### src/rtl/axil_adc_ctrl_if.sv
// -----------------------------------------------------------------------------
// axil_adc_ctrl_if
// AXI4-Lite bundle between a processor-side master and the ADC controller.
//   aw*  : write address channel   (awaddr, awvalid / awready)
//   w*   : write data channel      (wdata, wstrb, wvalid / wready)
//   b*   : write response channel  (bresp, bvalid / bready)
//   ar*  : read address channel    (araddr, arvalid / arready)
//   r*   : read data channel       (rdata, rresp, rvalid / rready)
// -----------------------------------------------------------------------------
interface axil_adc_ctrl_if #(
    parameter int ADDR_W = 4
);
    logic [ADDR_W-1:0] awaddr;
    logic              awvalid;
    logic              awready;
    logic [31:0]       wdata;
    logic [3:0]        wstrb;
    logic              wvalid;
    logic              wready;
    logic [1:0]        bresp;
    logic              bvalid;
    logic              bready;
    logic [ADDR_W-1:0] araddr;
    logic              arvalid;
    logic              arready;
    logic [31:0]       rdata;
    logic [1:0]        rresp;
    logic              rvalid;
    logic              rready;

    modport master (
        output awaddr, awvalid, wdata, wstrb, wvalid, bready, araddr, arvalid, rready,
        input  awready, wready, bresp, bvalid, arready, rdata, rresp, rvalid
    );

    modport slave (
        input  awaddr, awvalid, wdata, wstrb, wvalid, bready, araddr, arvalid, rready,
        output awready, wready, bresp, bvalid, arready, rdata, rresp, rvalid
    );
endinterface

### src/rtl/axil_adc_ctrl.sv
// -----------------------------------------------------------------------------
// axil_adc_ctrl
// AXI4-Lite slave controlling an external 8-bit parallel ADC. Divides aclk to
// produce adc_clk, runs single conversions on request and exposes the
// captured sample through four word registers:
//   0x00 CTL     [0] EN, [1] START (self-clearing, reads 0)
//   0x04 STAT    [0] BUSY, [1] DONE (sticky, write 1 to clear)
//   0x08 CLK_DIV [15:0] DIV (half period of adc_clk = DIV+1 aclk cycles)
//   0x0C DATA    [7:0] last captured sample
// Ports:
//   aclk     : system clock, rising edge
//   areset   : synchronous active-high reset
//   s_axi    : AXI4-Lite slave bundle (axil_adc_ctrl_if.slave)
//   adc_clk  : registered ADC sample clock
//   adc_data : ADC output, updated by the ADC after each adc_clk rise
// -----------------------------------------------------------------------------
module axil_adc_ctrl #(
    parameter int          ADDR_W  = 4,
    parameter int          LATENCY = 3,
    parameter logic [15:0] DIV_RST = 16'd4
) (
    input  logic           aclk,
    input  logic           areset,
    axil_adc_ctrl_if.slave s_axi,
    output logic           adc_clk,
    input  logic [7:0]     adc_data
);
    localparam int               CNT_W     = (LATENCY > 1) ? $clog2(LATENCY) : 1;
    localparam logic [CNT_W-1:0] FALL_LAST = CNT_W'(LATENCY - 1);

    localparam logic [1:0] RESP_OKAY   = 2'b00;
    localparam logic [1:0] RESP_SLVERR = 2'b10;

    localparam logic [1:0] REG_CTL  = 2'd0;
    localparam logic [1:0] REG_STAT = 2'd1;
    localparam logic [1:0] REG_DIV  = 2'd2;
    localparam logic [1:0] REG_DATA = 2'd3;

    typedef enum logic {
        S_IDLE,
        S_WAIT
    } state_t;

    // Bus-side state
    logic        awready_q, awready_d;
    logic        wready_q,  wready_d;
    logic        bvalid_q,  bvalid_d;
    logic [1:0]  bresp_q,   bresp_d;
    logic        arready_q, arready_d;
    logic        rvalid_q,  rvalid_d;
    logic [1:0]  rresp_q,   rresp_d;
    logic [31:0] rdata_q,   rdata_d;

    // Register file and datapath state
    logic             en_q,       en_d;
    logic [15:0]      div_q,      div_d;
    logic [15:0]      div_act_q,  div_act_d;   // divisor currently in use by the counter
    logic [15:0]      cnt_q,      cnt_d;
    logic             adc_clk_q,  adc_clk_d;
    logic [7:0]       data_q,     data_d;
    logic             done_q,     done_d;
    state_t           state_q,    state_d;
    logic [CNT_W-1:0] fall_cnt_q, fall_cnt_d;

    // Decode helpers
    logic        wr_mapped;
    logic        rd_mapped;
    logic [1:0]  wr_idx;
    logic [1:0]  rd_idx;
    logic        busy;
    logic        wrap;
    logic        fall;
    logic        start;
    logic        clr_done;
    logic [31:0] rd_word;

    // Anything above the four mapped words is an unmapped (SLVERR) offset.
    assign wr_mapped = (s_axi.awaddr >> 4) == '0;
    assign rd_mapped = (s_axi.araddr >> 4) == '0;
    assign wr_idx    = s_axi.awaddr[3:2];
    assign rd_idx    = s_axi.araddr[3:2];
    assign busy      = (state_q == S_WAIT);

    // The divider wraps when the count reaches the active divisor; a wrap
    // while adc_clk is high is the 1->0 toggle the conversion counts.
    assign wrap = en_q && (cnt_q == div_act_q);
    assign fall = wrap && adc_clk_q;

    always_comb begin
        // NOTE: every signal driven here gets a default first, so no path
        // leaves one unassigned and no latch is inferred.
        awready_d  = 1'b0;
        wready_d   = 1'b0;
        bvalid_d   = bvalid_q;
        bresp_d    = bresp_q;
        arready_d  = 1'b0;
        rvalid_d   = rvalid_q;
        rresp_d    = rresp_q;
        rdata_d    = rdata_q;
        en_d       = en_q;
        div_d      = div_q;
        div_act_d  = div_act_q;
        cnt_d      = cnt_q;
        adc_clk_d  = adc_clk_q;
        data_d     = data_q;
        done_d     = done_q;
        state_d    = state_q;
        fall_cnt_d = fall_cnt_q;
        start      = 1'b0;
        clr_done   = 1'b0;
        rd_word    = 32'h0;

        // ---------------- write path ----------------
        // Ready is raised only once both AW and W are presented, so the
        // register update happens on the single edge where both complete.
        if (s_axi.awvalid && s_axi.wvalid && !awready_q && !bvalid_q) begin
            awready_d = 1'b1;
            wready_d  = 1'b1;
        end

        if (awready_q) begin
            bvalid_d = 1'b1;
            bresp_d  = wr_mapped ? RESP_OKAY : RESP_SLVERR;
            if (wr_mapped) begin
                case (wr_idx)
                    REG_CTL: begin
                        if (s_axi.wstrb[0]) begin
                            en_d  = s_axi.wdata[0];
                            start = s_axi.wdata[1];
                        end
                    end
                    REG_STAT: begin
                        if (s_axi.wstrb[0]) clr_done = s_axi.wdata[1];
                    end
                    REG_DIV: begin
                        if (s_axi.wstrb[0]) div_d[7:0]  = s_axi.wdata[7:0];
                        if (s_axi.wstrb[1]) div_d[15:8] = s_axi.wdata[15:8];
                    end
                    default: ;
                endcase
            end
        end else if (bvalid_q && s_axi.bready) begin
            bvalid_d = 1'b0;
        end

        // ---------------- read path ----------------
        case (rd_idx)
            REG_CTL:  rd_word = {31'h0, en_q};
            REG_STAT: rd_word = {30'h0, done_q, busy};
            REG_DIV:  rd_word = {16'h0, div_q};
            default:  rd_word = {24'h0, data_q};
        endcase

        if (s_axi.arvalid && !arready_q && !rvalid_q) arready_d = 1'b1;

        if (arready_q) begin
            rvalid_d = 1'b1;
            rresp_d  = rd_mapped ? RESP_OKAY : RESP_SLVERR;
            rdata_d  = rd_mapped ? rd_word : 32'h0;
        end else if (rvalid_q && s_axi.rready) begin
            rvalid_d = 1'b0;
        end

        // ---------------- clock divider ----------------
        // A new divisor is only picked up on a wrap so the current half
        // period always completes with the old value.
        if (!en_q) begin
            cnt_d     = 16'h0;
            adc_clk_d = 1'b0;
            div_act_d = div_q;
        end else if (wrap) begin
            cnt_d     = 16'h0;
            adc_clk_d = !adc_clk_q;
            div_act_d = div_q;
        end else begin
            cnt_d = cnt_q + 16'h1;
        end

        // ---------------- conversion FSM ----------------
        if (clr_done) done_d = 1'b0;

        case (state_q)
            S_IDLE: begin
                // Uses the EN value being written so CTL=3 starts at once.
                if (start && en_d) begin
                    state_d    = S_WAIT;
                    fall_cnt_d = '0;
                    done_d     = 1'b0;
                end
            end
            S_WAIT: begin
                if (!en_q) begin
                    state_d = S_IDLE;
                end else if (fall) begin
                    if (fall_cnt_q == FALL_LAST) begin
                        data_d  = adc_data;
                        done_d  = 1'b1;   // overrides a same-cycle W1C
                        state_d = S_IDLE;
                    end else begin
                        fall_cnt_d = fall_cnt_q + 1'b1;
                    end
                end
            end
            default: state_d = S_IDLE;
        endcase
    end

    // NOTE: state updates use non-blocking assignments so every flop samples
    // the pre-edge values; reset is synchronous, sampled on the clock edge.
    always_ff @(posedge aclk) begin
        if (areset) begin
            awready_q  <= 1'b0;
            wready_q   <= 1'b0;
            bvalid_q   <= 1'b0;
            bresp_q    <= RESP_OKAY;
            arready_q  <= 1'b0;
            rvalid_q   <= 1'b0;
            rresp_q    <= RESP_OKAY;
            rdata_q    <= 32'h0;
            en_q       <= 1'b0;
            div_q      <= DIV_RST;
            div_act_q  <= DIV_RST;
            cnt_q      <= 16'h0;
            adc_clk_q  <= 1'b0;
            data_q     <= 8'h0;
            done_q     <= 1'b0;
            state_q    <= S_IDLE;
            fall_cnt_q <= '0;
        end else begin
            awready_q  <= awready_d;
            wready_q   <= wready_d;
            bvalid_q   <= bvalid_d;
            bresp_q    <= bresp_d;
            arready_q  <= arready_d;
            rvalid_q   <= rvalid_d;
            rresp_q    <= rresp_d;
            rdata_q    <= rdata_d;
            en_q       <= en_d;
            div_q      <= div_d;
            div_act_q  <= div_act_d;
            cnt_q      <= cnt_d;
            adc_clk_q  <= adc_clk_d;
            data_q     <= data_d;
            done_q     <= done_d;
            state_q    <= state_d;
            fall_cnt_q <= fall_cnt_d;
        end
    end

    assign s_axi.awready = awready_q;
    assign s_axi.wready  = wready_q;
    assign s_axi.bvalid  = bvalid_q;
    assign s_axi.bresp   = bresp_q;
    assign s_axi.arready = arready_q;
    assign s_axi.rvalid  = rvalid_q;
    assign s_axi.rresp   = rresp_q;
    assign s_axi.rdata   = rdata_q;
    assign adc_clk       = adc_clk_q;
endmodule

### src/flat_wrapper.sv
// flat-port wrapper written by rule: the top's interface ports become plain ports
module axil_adc_ctrl_flat 
#(
    parameter int          ADDR_W  = 4,
    parameter int          LATENCY = 3,
    parameter logic [15:0] DIV_RST = 16'd4
)
  (aclk, areset, adc_clk, adc_data, s_axi_awaddr, s_axi_awvalid, s_axi_wdata, s_axi_wstrb, s_axi_wvalid, s_axi_bready, s_axi_araddr, s_axi_arvalid, s_axi_rready, s_axi_awready, s_axi_wready, s_axi_bresp, s_axi_bvalid, s_axi_arready, s_axi_rdata, s_axi_rresp, s_axi_rvalid);
  axil_adc_ctrl_if #(.ADDR_W(ADDR_W)) s_axi_i ();
  input  logic aclk;
  input  logic areset;
  output logic adc_clk;
  input  logic [7:0] adc_data;
  input wire logic [$bits(s_axi_i.awaddr)-1:0] s_axi_awaddr;
  input wire logic [$bits(s_axi_i.awvalid)-1:0] s_axi_awvalid;
  input wire logic [$bits(s_axi_i.wdata)-1:0] s_axi_wdata;
  input wire logic [$bits(s_axi_i.wstrb)-1:0] s_axi_wstrb;
  input wire logic [$bits(s_axi_i.wvalid)-1:0] s_axi_wvalid;
  input wire logic [$bits(s_axi_i.bready)-1:0] s_axi_bready;
  input wire logic [$bits(s_axi_i.araddr)-1:0] s_axi_araddr;
  input wire logic [$bits(s_axi_i.arvalid)-1:0] s_axi_arvalid;
  input wire logic [$bits(s_axi_i.rready)-1:0] s_axi_rready;
  output wire logic [$bits(s_axi_i.awready)-1:0] s_axi_awready;
  output wire logic [$bits(s_axi_i.wready)-1:0] s_axi_wready;
  output wire logic [$bits(s_axi_i.bresp)-1:0] s_axi_bresp;
  output wire logic [$bits(s_axi_i.bvalid)-1:0] s_axi_bvalid;
  output wire logic [$bits(s_axi_i.arready)-1:0] s_axi_arready;
  output wire logic [$bits(s_axi_i.rdata)-1:0] s_axi_rdata;
  output wire logic [$bits(s_axi_i.rresp)-1:0] s_axi_rresp;
  output wire logic [$bits(s_axi_i.rvalid)-1:0] s_axi_rvalid;
  assign s_axi_i.awaddr = s_axi_awaddr;
  assign s_axi_i.awvalid = s_axi_awvalid;
  assign s_axi_i.wdata = s_axi_wdata;
  assign s_axi_i.wstrb = s_axi_wstrb;
  assign s_axi_i.wvalid = s_axi_wvalid;
  assign s_axi_i.bready = s_axi_bready;
  assign s_axi_i.araddr = s_axi_araddr;
  assign s_axi_i.arvalid = s_axi_arvalid;
  assign s_axi_i.rready = s_axi_rready;
  assign s_axi_awready = s_axi_i.awready;
  assign s_axi_wready = s_axi_i.wready;
  assign s_axi_bresp = s_axi_i.bresp;
  assign s_axi_bvalid = s_axi_i.bvalid;
  assign s_axi_arready = s_axi_i.arready;
  assign s_axi_rdata = s_axi_i.rdata;
  assign s_axi_rresp = s_axi_i.rresp;
  assign s_axi_rvalid = s_axi_i.rvalid;
  axil_adc_ctrl #(.ADDR_W(ADDR_W), .LATENCY(LATENCY), .DIV_RST(DIV_RST)) u_core (.aclk(aclk), .areset(areset), .s_axi(s_axi_i), .adc_clk(adc_clk), .adc_data(adc_data));
endmodule
### config.mk
export PLATFORM = sky130hd
export DESIGN_NAME = axil_adc_ctrl_flat
export DESIGN_NICKNAME = d
export VERILOG_FILES = /design/src/rtl/axil_adc_ctrl_if.sv /design/src/rtl/axil_adc_ctrl.sv /design/src/flat_wrapper.sv
export SDC_FILE = /design/constraint.sdc
export NUM_CORES = 1
export LEC_CHECK = 0
export CAP_MARGIN = 5
export CORE_ASPECT_RATIO = 1.75
export CORE_MARGIN = 2
export CORE_UTILIZATION = 42
export CTS_BUF_LIST = sky130_fd_sc_hd__clkbuf_8
export CTS_CLUSTER_DIAMETER = 80
export DETAILED_ROUTE_END_ITERATION = 10
export GPL_ROUTABILITY_DRIVEN = 0
export PLACE_DENSITY = 0.81
export SETUP_SLACK_MARGIN = 0.3
export SLEW_MARGIN = 20
export SYNTH_ARGS = -nofsm -noshare
export SYNTH_HDL_FRONTEND = slang
export SYNTH_SLANG_ARGS = --single-unit
### constraint.sdc
create_clock -name aclk -period 2 [get_ports aclk]
set_input_delay 0.2 -clock aclk [delete_from_list [all_inputs] [get_ports aclk]]
set_output_delay 0.2 -clock aclk [all_outputs]
set_load 0.05 [all_outputs]
==> impl_results.md <==
* Main area contributors after synthesis: dfxtp_1 (45%), a21oi_1 (7.9%), nand2_1 (6.0%)
* Critical Path End Type: flip-flop
* Die Width at 74.6 um
* Pwr/cell area at about 660 nW/um^2
* Final cycle utilization of the critical path at 103%
* Die Area at 9500 sq um
* Die Y at 127 um
* VDD IR max at 585 uV
* Routed length per instance at ~15 um
* Reg2reg end: u_core.fall_cnt_q[1]
* Ys Warns at 0
* Leak at about 1.8 nW
* Root Driver: clkbuf_8
* Worst slack, placed at -80.9 ps
* Hold Path Origin: areset
* Vias in the first global route at approximately 3.1k
* Critical path required time at 2280 ps
* Most common cell in the netlist: dfxtp_1
* Post-synth cell types at 43
* Critical Path Sink: u_core.fall_cnt_q[1]
* Synthesized area per cell at around 8.6 sq um
* Starting DRT DRC Count at slightly above 200
* CTS buffer count at 9
* CP max FO at 8
* Leading area contributor after synthesis: dfxtp_1
* Antenna diode count at 0
* Tightest Pin Transition at 536 ps
* Vias at roughly 3.2k
* Sequential-to-total area share from yosys stat at 44.9%
* Met3 WL at 400 um
* Synth cell count leaders: dfxtp_1 (82), a21oi_1 (58), nand2_1 (58), nand3_1 (42), nor2_1 (30)
* EDFF count, synth at 0
* Failing checks: negative setup slack
* Cell row count at between 40 and 50
* Initial antenna violation count at 0
* Final Slew Violations at 0
* Synth top area share at between 40 and 50%
* Mapped Cells at 425
* Top_reg_cell synth: dfxtp_1
* Longest Clk Path Bufs at 2
* Initial Util at 42.7%
* H-tree Lvls at 3
* Remaining antenna violation count at 0
* MaxCap Viol Count at 0
* Total GRT Usage at approximately a fifth
* Final Power at 3.22 mW
* Clk sinks at between 80 and 90
* WL met1 at 3470 um
* TritonCTS clock tree: yes
* Core area at 8560 sq um
* Worst hold path type: primary input to flip-flop
* Final setup margin at -59.4 ps
* Port bufs at 58
* First-pass GRT wire length at 14800 um
* Worst-path clk slew at about 90 ps
* Layout cells sized above 1 at 23.3%
* Top routing layer in use: met4
* Final Skew at 13.1 ps
* WL final at 9440 um
* R2R Path Start: u_core.div_act_q[3]
* Num ports at 101
* Final Hold Viols at 0
* Post-layout util at 57.1%
* Setup_tns at -208 ps
* Largest net degree at the start of global routing at 49
* Minimum clock period at 2060 ps
* Met2 routed WL at 5260 um
* Slew HR at 64.4%
* Design Area, Final at between 4000 and 5000 sq um
* Dpl hpwl at 6270 um
* RSZ-0062 raised after global routing: true
* R2R Setup Slk at -60 ps
* DR vias/cell at 5.10
* Status: finished, violations left
* Area growth from synthesis to layout at 33.6%
* Yosys reg bits at 82
* Cell Area, Placed at 4390 sq um
* Later-pin clock latency in the skew report at about 360 ps
* # hold bufs at CTS at 0
* Max frequency at roughly 0.49 GHz
* DRC at 0
* Ys async rst share at 0%
* Total grt overflow at 0
* Critical path origin: u_core.div_act_q[3]
* Critical Path Source Type: flip-flop
* Synthesized area at 3660 sq um
* Critical path type: flip-flop to flip-flop
* Setup Viol. Count Final at 8
* Reg2reg path depth at 6
* Arr. time, crit path at ~2300 ps
* Final #Nets at 562
* Drt first pass iters at 4
cell type report:
type	instances	area, sq um
inverters	5	18.8
well taps	117	146
clock inverters	4	50.0
flip-flops and latches	82	1670
fillers	735	3670
clock buffers	12	165
repair buffers	89	823
multi-input cells	314	2010
through the flow:
stage          std cells  hold WS (ps)
4_1_cts              617           227
5_1_grt              623           300
2_1_floorplan        444           312
3_3_place_gp         594           418
3_5_place_dp         594           436
6_report             623           272
layout by cell type, fill, tap and decap left out, types with 2 or more instances in the layout:
master / Yosys / routed
dfxtp_1: 82 / 64
nand2_1: 58 / 57
a21oi_1: 58 / 53
nand3_1: 42 / 42
clkdlybuf4s50_1: 0 / 35
buf_4: 21 / 26
nor2_1: 30 / 22
dlygate4sd2_1: 0 / 21
conb_1: 1 / 20
xnor2_2: 5 / 14
dfxtp_2: 0 / 14
clkbuf_8: 0 / 12
xor2_1: 11 / 11
nor2b_1: 10 / 10
nand2b_1: 8 / 8
nor2_2: 0 / 8
mux2_2: 7 / 7
nand4_1: 7 / 7
inv_1: 5 / 6
xnor2_1: 15 / 5
a21oi_2: 0 / 5
o21ai_2: 0 / 4
o21ai_1: 0 / 4
and3_1: 4 / 4
dfxtp_4: 0 / 4
mux2i_1: 3 / 3
buf_6: 0 / 3
and2_1: 2 / 2
nand4_2: 2 / 2
nand3b_4: 0 / 2
and4_1: 2 / 2
or2_2: 2 / 2
ha_1: 2 / 2
buf_12: 0 / 2
worst min-delay path by stage:
| stage | endpoint | slack, ps | depth (start not counted) |
|---|---|---|---|
| floorplan | u_core.s_axi.awready | 310 | 2 |
| global placement | u_core.s_axi.awready | 420 | 1 |
| detailed placement | u_core.s_axi.awready | 440 | 1 |
| CTS | u_core.s_axi.bvalid | 230 | 2 |
| global route | u_core.s_axi.bvalid | 300 | 2 |
| finish | u_core.s_axi.bvalid | 270 | 2 |
cells by family after synthesis:
logic type                 after synthesis  synth area share [%]
AOI/OAI and AO/OA                       73                  10.7
xor gates and xnor gates                31                  8.45
adders and majority gates                2                 0.684
buffers and inverters                   49                  7.28
DFF                                     82                  44.9
muxes                                   11                  3.59
other                                    1                 0.103
and+or+nand+nor                        176                  24.3
worst max-delay path, cell delays in order (launching register included):
cell and delay [ps]:
dfxtp_2 350, xnor2_2 240, nand4_2 150, or4_4 560, buf_8 160, nor4b_4 270
mux2i_1 230
report_power, final:
part	switching [mW]	internal [mW]	total [mW]	leakage [nW]
sequential	0.0116	1.64	1.65	0.671
clock	0.603	0.677	1.28	0.110
combinational	0.183	0.109	0.292	0.981
total	0.798	2.42	3.22	1.76
routing by layer:
| metal | vias up | track usage (%) |
|---|---|---|
| met5 | - | 0 |
| met3 | 24 | 4.26 |
| li1 | 1551 | - |
| met1 | 1497 | 21.7 |
| met2 | 104 | 35.5 |
| met4 | 0 | 13.0 |
sequential cells by signal, indices dropped and copies added (netlist names):
| name | flops |
|---|---|
| u_core.cnt_q | 16 |
| u_core.div_act_q | 16 |
| u_core.div_q | 16 |
| u_core.s_axi.rdata | 16 |
| u_core.data_q | 8 |
| u_core.fall_cnt_q | 2 |
| u_core.adc_clk | 1 |
| u_core.busy | 1 |
| u_core.done_q | 1 |
| u_core.en_q | 1 |
| u_core.s_axi.arready | 1 |
| u_core.s_axi.awready | 1 |
| u_core.s_axi.bvalid | 1 |
| u_core.s_axi.rvalid | 1 |
timing repair:
| action | 4_1_cts | 5_1_grt |
|---|---|---|
| buffers inserted | 7 | 4 |
| pin swaps | 10 | 24 |
| gates resized for setup | 43 | 37 |
| setup endpoints to repair | 63 | 45 |
| gates cloned | 0 | 2 |
Power figures use the tool's default switching activity.
